**config.mk**
```make
export PLATFORM = sky130hd
export DESIGN_NAME = param_fifo
export DESIGN_NICKNAME = d
export VERILOG_FILES = /design/src/rtl/fifo_pkg.sv /design/src/rtl/param_fifo_mem.sv /design/src/rtl/param_fifo.sv
export SDC_FILE = /design/constraint.sdc
export NUM_CORES = 1
export LEC_CHECK = 0
export ABC_AREA = 1
export BUFFER_PORTS_ARGS = -buffer_cell sky130_fd_sc_hd__buf_2
export CORE_MARGIN = 1.5
export CORE_UTILIZATION = 55
export CTS_CLUSTER_SIZE = 25
export DETAILED_ROUTE_END_ITERATION = 8
export PLACE_DENSITY_LB_ADDON = 0.2
export SLEW_MARGIN = 20
export SYNTH_ARGS = -nofsm -noshare
export SYNTH_HDL_FRONTEND = slang
export SYNTH_SLANG_ARGS = --single-unit
export TNS_END_PERCENT = 100
```
**constraint.sdc**
```tcl
create_clock -name clk -period 2.1 [get_ports clk]
set_input_delay 0.63 -clock clk [delete_from_list [all_inputs] [get_ports clk]]
set_output_delay 0.63 -clock clk [all_outputs]
set_load 0.01 [all_outputs]
```
**src/rtl/fifo_pkg.sv**
```systemverilog
// Shared defaults and sizing helpers for the parameterised FIFO family.
package fifo_pkg;

  localparam int DEF_DATA_W = 8;
  localparam int DEF_DEPTH  = 16;

  // Occupancy must represent 0..depth inclusive, hence one bit over the address.
  function automatic int cnt_w(input int depth);
    return $clog2(depth) + 1;
  endfunction

endpackage

```
**src/rtl/param_fifo_mem.sv**
```systemverilog
// FIFO storage array: one synchronous write port, one asynchronous read port, no reset.
module param_fifo_mem #(
  parameter int  DATA_W = 8,
  parameter int  DEPTH  = 16,
  localparam int AW     = $clog2(DEPTH)
) (
  input  logic              clk,
  input  logic              we,
  input  logic [AW-1:0]     waddr,
  input  logic [DATA_W-1:0] wdata,
  input  logic [AW-1:0]     raddr,
  output logic [DATA_W-1:0] rdata
);

  logic [DATA_W-1:0] mem [DEPTH];

  always_ff @(posedge clk) begin
    if (we) mem[waddr] <= wdata;
  end

  assign rdata = mem[raddr];

endmodule

```
**src/rtl/param_fifo.sv**
```systemverilog
// Single-clock parameterised FIFO: pointer/count control, status flags, sticky errors
// and a selectable registered or first-word-fall-through read path.
module param_fifo
  import fifo_pkg::*;
#(
  parameter int DATA_W   = DEF_DATA_W,
  parameter int DEPTH    = DEF_DEPTH,
  parameter int AF_LEVEL = DEPTH - 2,
  parameter int AE_LEVEL = 2,
  parameter int FWFT     = 0
) (
  input  logic                    clk,
  input  logic                    reset,
  input  logic                    write,
  input  logic                    read,
  input  logic [DATA_W-1:0]       din,
  output logic [DATA_W-1:0]       dout,
  output logic                    full,
  output logic                    empty,
  output logic                    almost_full,
  output logic                    almost_empty,
  output logic [cnt_w(DEPTH)-1:0] count,
  output logic                    overflow,
  output logic                    underflow
);

  localparam int            AW     = $clog2(DEPTH);
  localparam int            CW     = cnt_w(DEPTH);
  localparam logic [CW-1:0] FULL_C = CW'(DEPTH);
  localparam logic [CW-1:0] AF_C   = CW'(AF_LEVEL);
  localparam logic [CW-1:0] AE_C   = CW'(AE_LEVEL);

  if (DEPTH < 2 || (DEPTH & (DEPTH - 1)) != 0) begin : g_bad_depth
    $fatal(1, "param_fifo: DEPTH must be a power of two and at least 2");
  end
  if (AE_LEVEL >= AF_LEVEL) begin : g_bad_levels
    $fatal(1, "param_fifo: AE_LEVEL must be below AF_LEVEL");
  end

  function automatic logic [CW-1:0] next_count(input logic [CW-1:0] c,
                                               input logic          inc,
                                               input logic          dec);
    case ({inc, dec})
      2'b10:   return c + CW'(1);
      2'b01:   return c - CW'(1);
      default: return c;
    endcase
  endfunction

  logic [AW-1:0]     wptr;
  logic [AW-1:0]     rptr;
  logic [CW-1:0]     count_q;
  logic              ovf_q;
  logic              unf_q;
  logic              wr_acc;
  logic              rd_acc;
  logic [DATA_W-1:0] rd_word;

  // Accept decisions see only the flags held at the start of the cycle.
  assign empty        = (count_q == '0);
  assign full         = (count_q == FULL_C);
  assign almost_full  = (count_q >= AF_C);
  assign almost_empty = (count_q <= AE_C);
  assign wr_acc       = write && !full;
  assign rd_acc       = read && !empty;

  assign count     = count_q;
  assign overflow  = ovf_q;
  assign underflow = unf_q;

  always_ff @(posedge clk) begin
    if (reset) begin
      wptr    <= '0;
      rptr    <= '0;
      count_q <= '0;
      ovf_q   <= 1'b0;
      unf_q   <= 1'b0;
    end else begin
      if (wr_acc) wptr <= wptr + AW'(1);
      if (rd_acc) rptr <= rptr + AW'(1);
      count_q <= next_count(count_q, wr_acc, rd_acc);
      if (write && full)  ovf_q <= 1'b1;
      if (read && empty)  unf_q <= 1'b1;
    end
  end

  param_fifo_mem #(
    .DATA_W (DATA_W),
    .DEPTH  (DEPTH)
  ) u_mem (
    .clk   (clk),
    .we    (wr_acc),
    .waddr (wptr),
    .wdata (din),
    .raddr (rptr),
    .rdata (rd_word)
  );

  // Read stage: head word either falls through or is captured on an accepted read.
  if (FWFT != 0) begin : g_fwft
    assign dout = empty ? '0 : rd_word;
  end else begin : g_reg
    logic [DATA_W-1:0] dout_p1;
    always_ff @(posedge clk) begin
      if (reset)       dout_p1 <= '0;
      else if (rd_acc) dout_p1 <= rd_word;
    end
    assign dout = dout_p1;
  end

endmodule

```
==> impl_metrics.ini <==
[status]
outcome = completed

[cells_and_area]
syn2layout_area_growth_pct = 15.69
n_antenna_cell = 0
fin_util_pct = 66.24
layout-drive-gt1-share_pct = 14.80
fillers = 921
final_net_count = 762

[routing]
vias_per_cell = 5.338
routed_wl_microns = 14290
firstDrtPassIters = 5
final_antenna_net_count = 0
wl_per_cell_microns = 16.00
drcViolationCount = 0
drtIter0Drc = 412
vias = 4767

[sta]
slew_viol_final = 0
fin_crit_sh_pct = 98.37
maxSlewHeadroom_pct = 52.11
rsz0062_at_grt = yes
setup_viol = 0
worstMarginPinSlew_ns = 0.7183
finalCriticalPeriod_ns = 2.066
hold_violations = 0
max_freq_mhz = 484.1
finClkSkew_ns = 0.008695
hold_ws_ns = 0.4618
setup_tns_ns = 0
setup_ws_ns = 0.03427

[placed_design]
place_ws_ns = -0.05512
hpwlAfterDp_microns = 9229
place_congestion = 0.9389
numPortBuffers = 30

[power_and_ir_drop]
ir_drop_uv = 635.8
p_sw_uw = 2979
p_seq_share_pct = 39.6
power.leakage_uw = 0.003375
p_int_uw = 6116
swShare_pct = 32.76
power.share.clock_pct = 30.2
power_uw = 9095
comb_power_share_pct = 30.2
power_density_nw_per_um2 = 1182

[critical_path]
crit_chain = buf_4 -> a2111oi_2 -> buf_2
worstSetupEndpoint = almost_empty
critical_path.startpoint = count[1]$_SDFFE_PP0P_
rrSetupSlack_ns = 0.05
startpoint_type = register
r2r_cells = 14
reg2reg_to = count[4]$_SDFFE_PP0P_
max_stage_delay_ns = 0.35
critPathCaptureType = output pin
cp.arrival_ns = 1.44
criticalPathCategory = reg2out
worstPathMaxFanout = 6
cp.required_ns = 1.47
rr_startpoint = count[0]$_SDFFE_PP0P_
slowest_stage = a2111oi_2

[synth]
syn_nets = 706
synth_cell_types = 29
seq_area_frac_synth_pct = 64.73
syn_inst = 685
synth-seq-cells = 151
syn-cell-area_sq_um = 6649
yosys_warnings = 0
syn_avg_cell_area_sq_um = 9.706

[die]
ios = 31
dieWidth_microns = 113.0
fp.dieH_microns = 113.0
coreArea_sq_um = 11610
rows = 39
start_util_pct = 57.25
die_area_sq_um = 12760

[global_route]
grt_overflow = 0
grt_pass1_vias = 4471
antenna_found_initial = 0
grt_first_pass_wirelength_microns = 22590
track_usage_pct = 23.76
grt_max_degree = 68

[cts]
ctsLongestPathBuffers = 2
clock_latency_ns = 0.42
h-tree-depth = 4
hold_buffers = 0
cts_tree = done
clockRootBuffer = clkbuf_16
cts-buffers-inserted = 17
clkTransAtPathRegs_ns = 0.05
clock_sinks = 151

[hold_path]
hold_class = reg2reg

[flow_run]
maxCapViolations = 0
metal layers:
metal  track usage, %  vias to the layer above  wire length, microns
met1            31.01                     2281                  6266
met3            5.088                       26                   715
li1                 -                     2324                     -
met4            10.25                        0                   322
met2            38.94                      136                  6984
met5                0                        -                     0
cells by family after synthesis:
group,after synthesis,share of synthesized area (%)
and+or+nand+nor,377,23.52
DFF,151,64.73
buffers and inverters,125,7.828
xor gates and xnor gates,5,0.6586
adders and majority gates,9,1.694
AOI/OAI and AO/OA,18,1.562
flip-flops by register name, indices dropped and copies added (netlist names):
register / flops
count: 5
dout: 8
overflow: 1
rptr: 4
u_mem.mem: 128
underflow: 1
wptr: 4
synthesized netlist by cell type, drive strengths merged:
| library cell | number | area, sq um |
|---|---|---|
| a2111oi | 1 | 8.760 |
| a211oi | 2 | 15.01 |
| a21boi | 1 | 7.510 |
| a21oi | 11 | 55.05 |
| buf | 24 | 138.9 |
| clkbuf | 4 | 15.01 |
| clkinv | 2 | 7.510 |
| dfxtp | 23 | 460.4 |
| edfxtp | 128 | 3844 |
| ha | 9 | 112.6 |
| inv | 95 | 359.1 |
| nand2 | 238 | 900.9 |
| nand3 | 95 | 475.5 |
| nand3b | 1 | 7.510 |
| nand4 | 2 | 12.51 |
| nor2 | 38 | 142.6 |
| nor3 | 1 | 5.000 |
| nor3b | 2 | 20.02 |
| o21ai | 2 | 10.01 |
| o21bai | 1 | 7.510 |
| xnor2 | 1 | 8.760 |
| xor2 | 4 | 35.03 |
power by group through the flow:
stage,combinational [uW],sequential (uW),clock [uW]
2_1_floorplan,1780,3690,0
6_report,2750,3600,2750
3_3_place_gp,2570,3630,0
3_5_place_dp,2620,3640,0
4_1_cts,2650,3580,2780
5_1_grt,3080,3620,2900
cell type report:
class,count,area (sq um),area share [%]
flip-flops and latches,151,4313,56.07
clock inverters,8,85.08,1.106
inverters,97,366.6,4.766
repair buffers,65,425.4,5.530
clock buffers,20,436.7,5.677
multi-input cells,409,1887,24.53
well taps,143,178.9,2.326
worst max-delay path, delay by kind of cell (launching register included):
family	cells	cell delay, ns
compound gates	1	0.35
flops	1	0.33
buf+inv	2	0.34
through the flow:
| step | cells | instance area (sq um) |
|---|---|---|
| 4_1_cts | 890 | 7614 |
| 3_3_place_gp | 862 | 7082 |
| 2_1_floorplan | 685 | 6653 |
| 5_1_grt | 893 | 7692 |
| 6_report | 893 | 7692 |
| 3_5_place_dp | 862 | 7082 |
cells in the final DEF, fill, tap and decap left out, types with 2 or more instances in the layout:
cell type / count
nand2_1: 233
edfxtp_1: 128
nand3_1: 94
inv_1: 89
nor2_1: 37
buf_4: 34
buf_2: 30
dfxtp_1: 18
clkbuf_16: 17
a21oi_1: 11
clkinv_1: 6
ha_1: 6
inv_2: 5
nand2_2: 5
dfxtp_2: 4
xor2_1: 3
clkbuf_1: 3
nand4_1: 2
a211oi_1: 2
o21ai_0: 2
ha_4: 2
bufinv_16: 2
clkinv_2: 2
worst min-delay path by stage:
stage / startpoint / endpoint / slack, ns / cells after the start
after floorplan: wptr[3]$_SDFFE_PP0P_ / wptr[3]$_SDFFE_PP0P_ / 0.47 / 2
after global placement: overflow$_SDFFE_PP0P_ / overflow$_SDFFE_PP0P_ / 0.45 / 2
after detailed placement: overflow$_SDFFE_PP0P_ / overflow$_SDFFE_PP0P_ / 0.45 / 2
after CTS: overflow$_SDFFE_PP0P_ / overflow$_SDFFE_PP0P_ / 0.47 / 2
after global routing: write / overflow$_SDFFE_PP0P_ / 0.49 / 3
final: overflow$_SDFFE_PP0P_ / overflow$_SDFFE_PP0P_ / 0.46 / 2
repair_timing:
action,CTS,global route
setup buffers,0,3
pin swaps,0,8
gates resized for setup,3,17
endpoints found under the setup margin,1,4
Power figures use the tool's default switching activity.
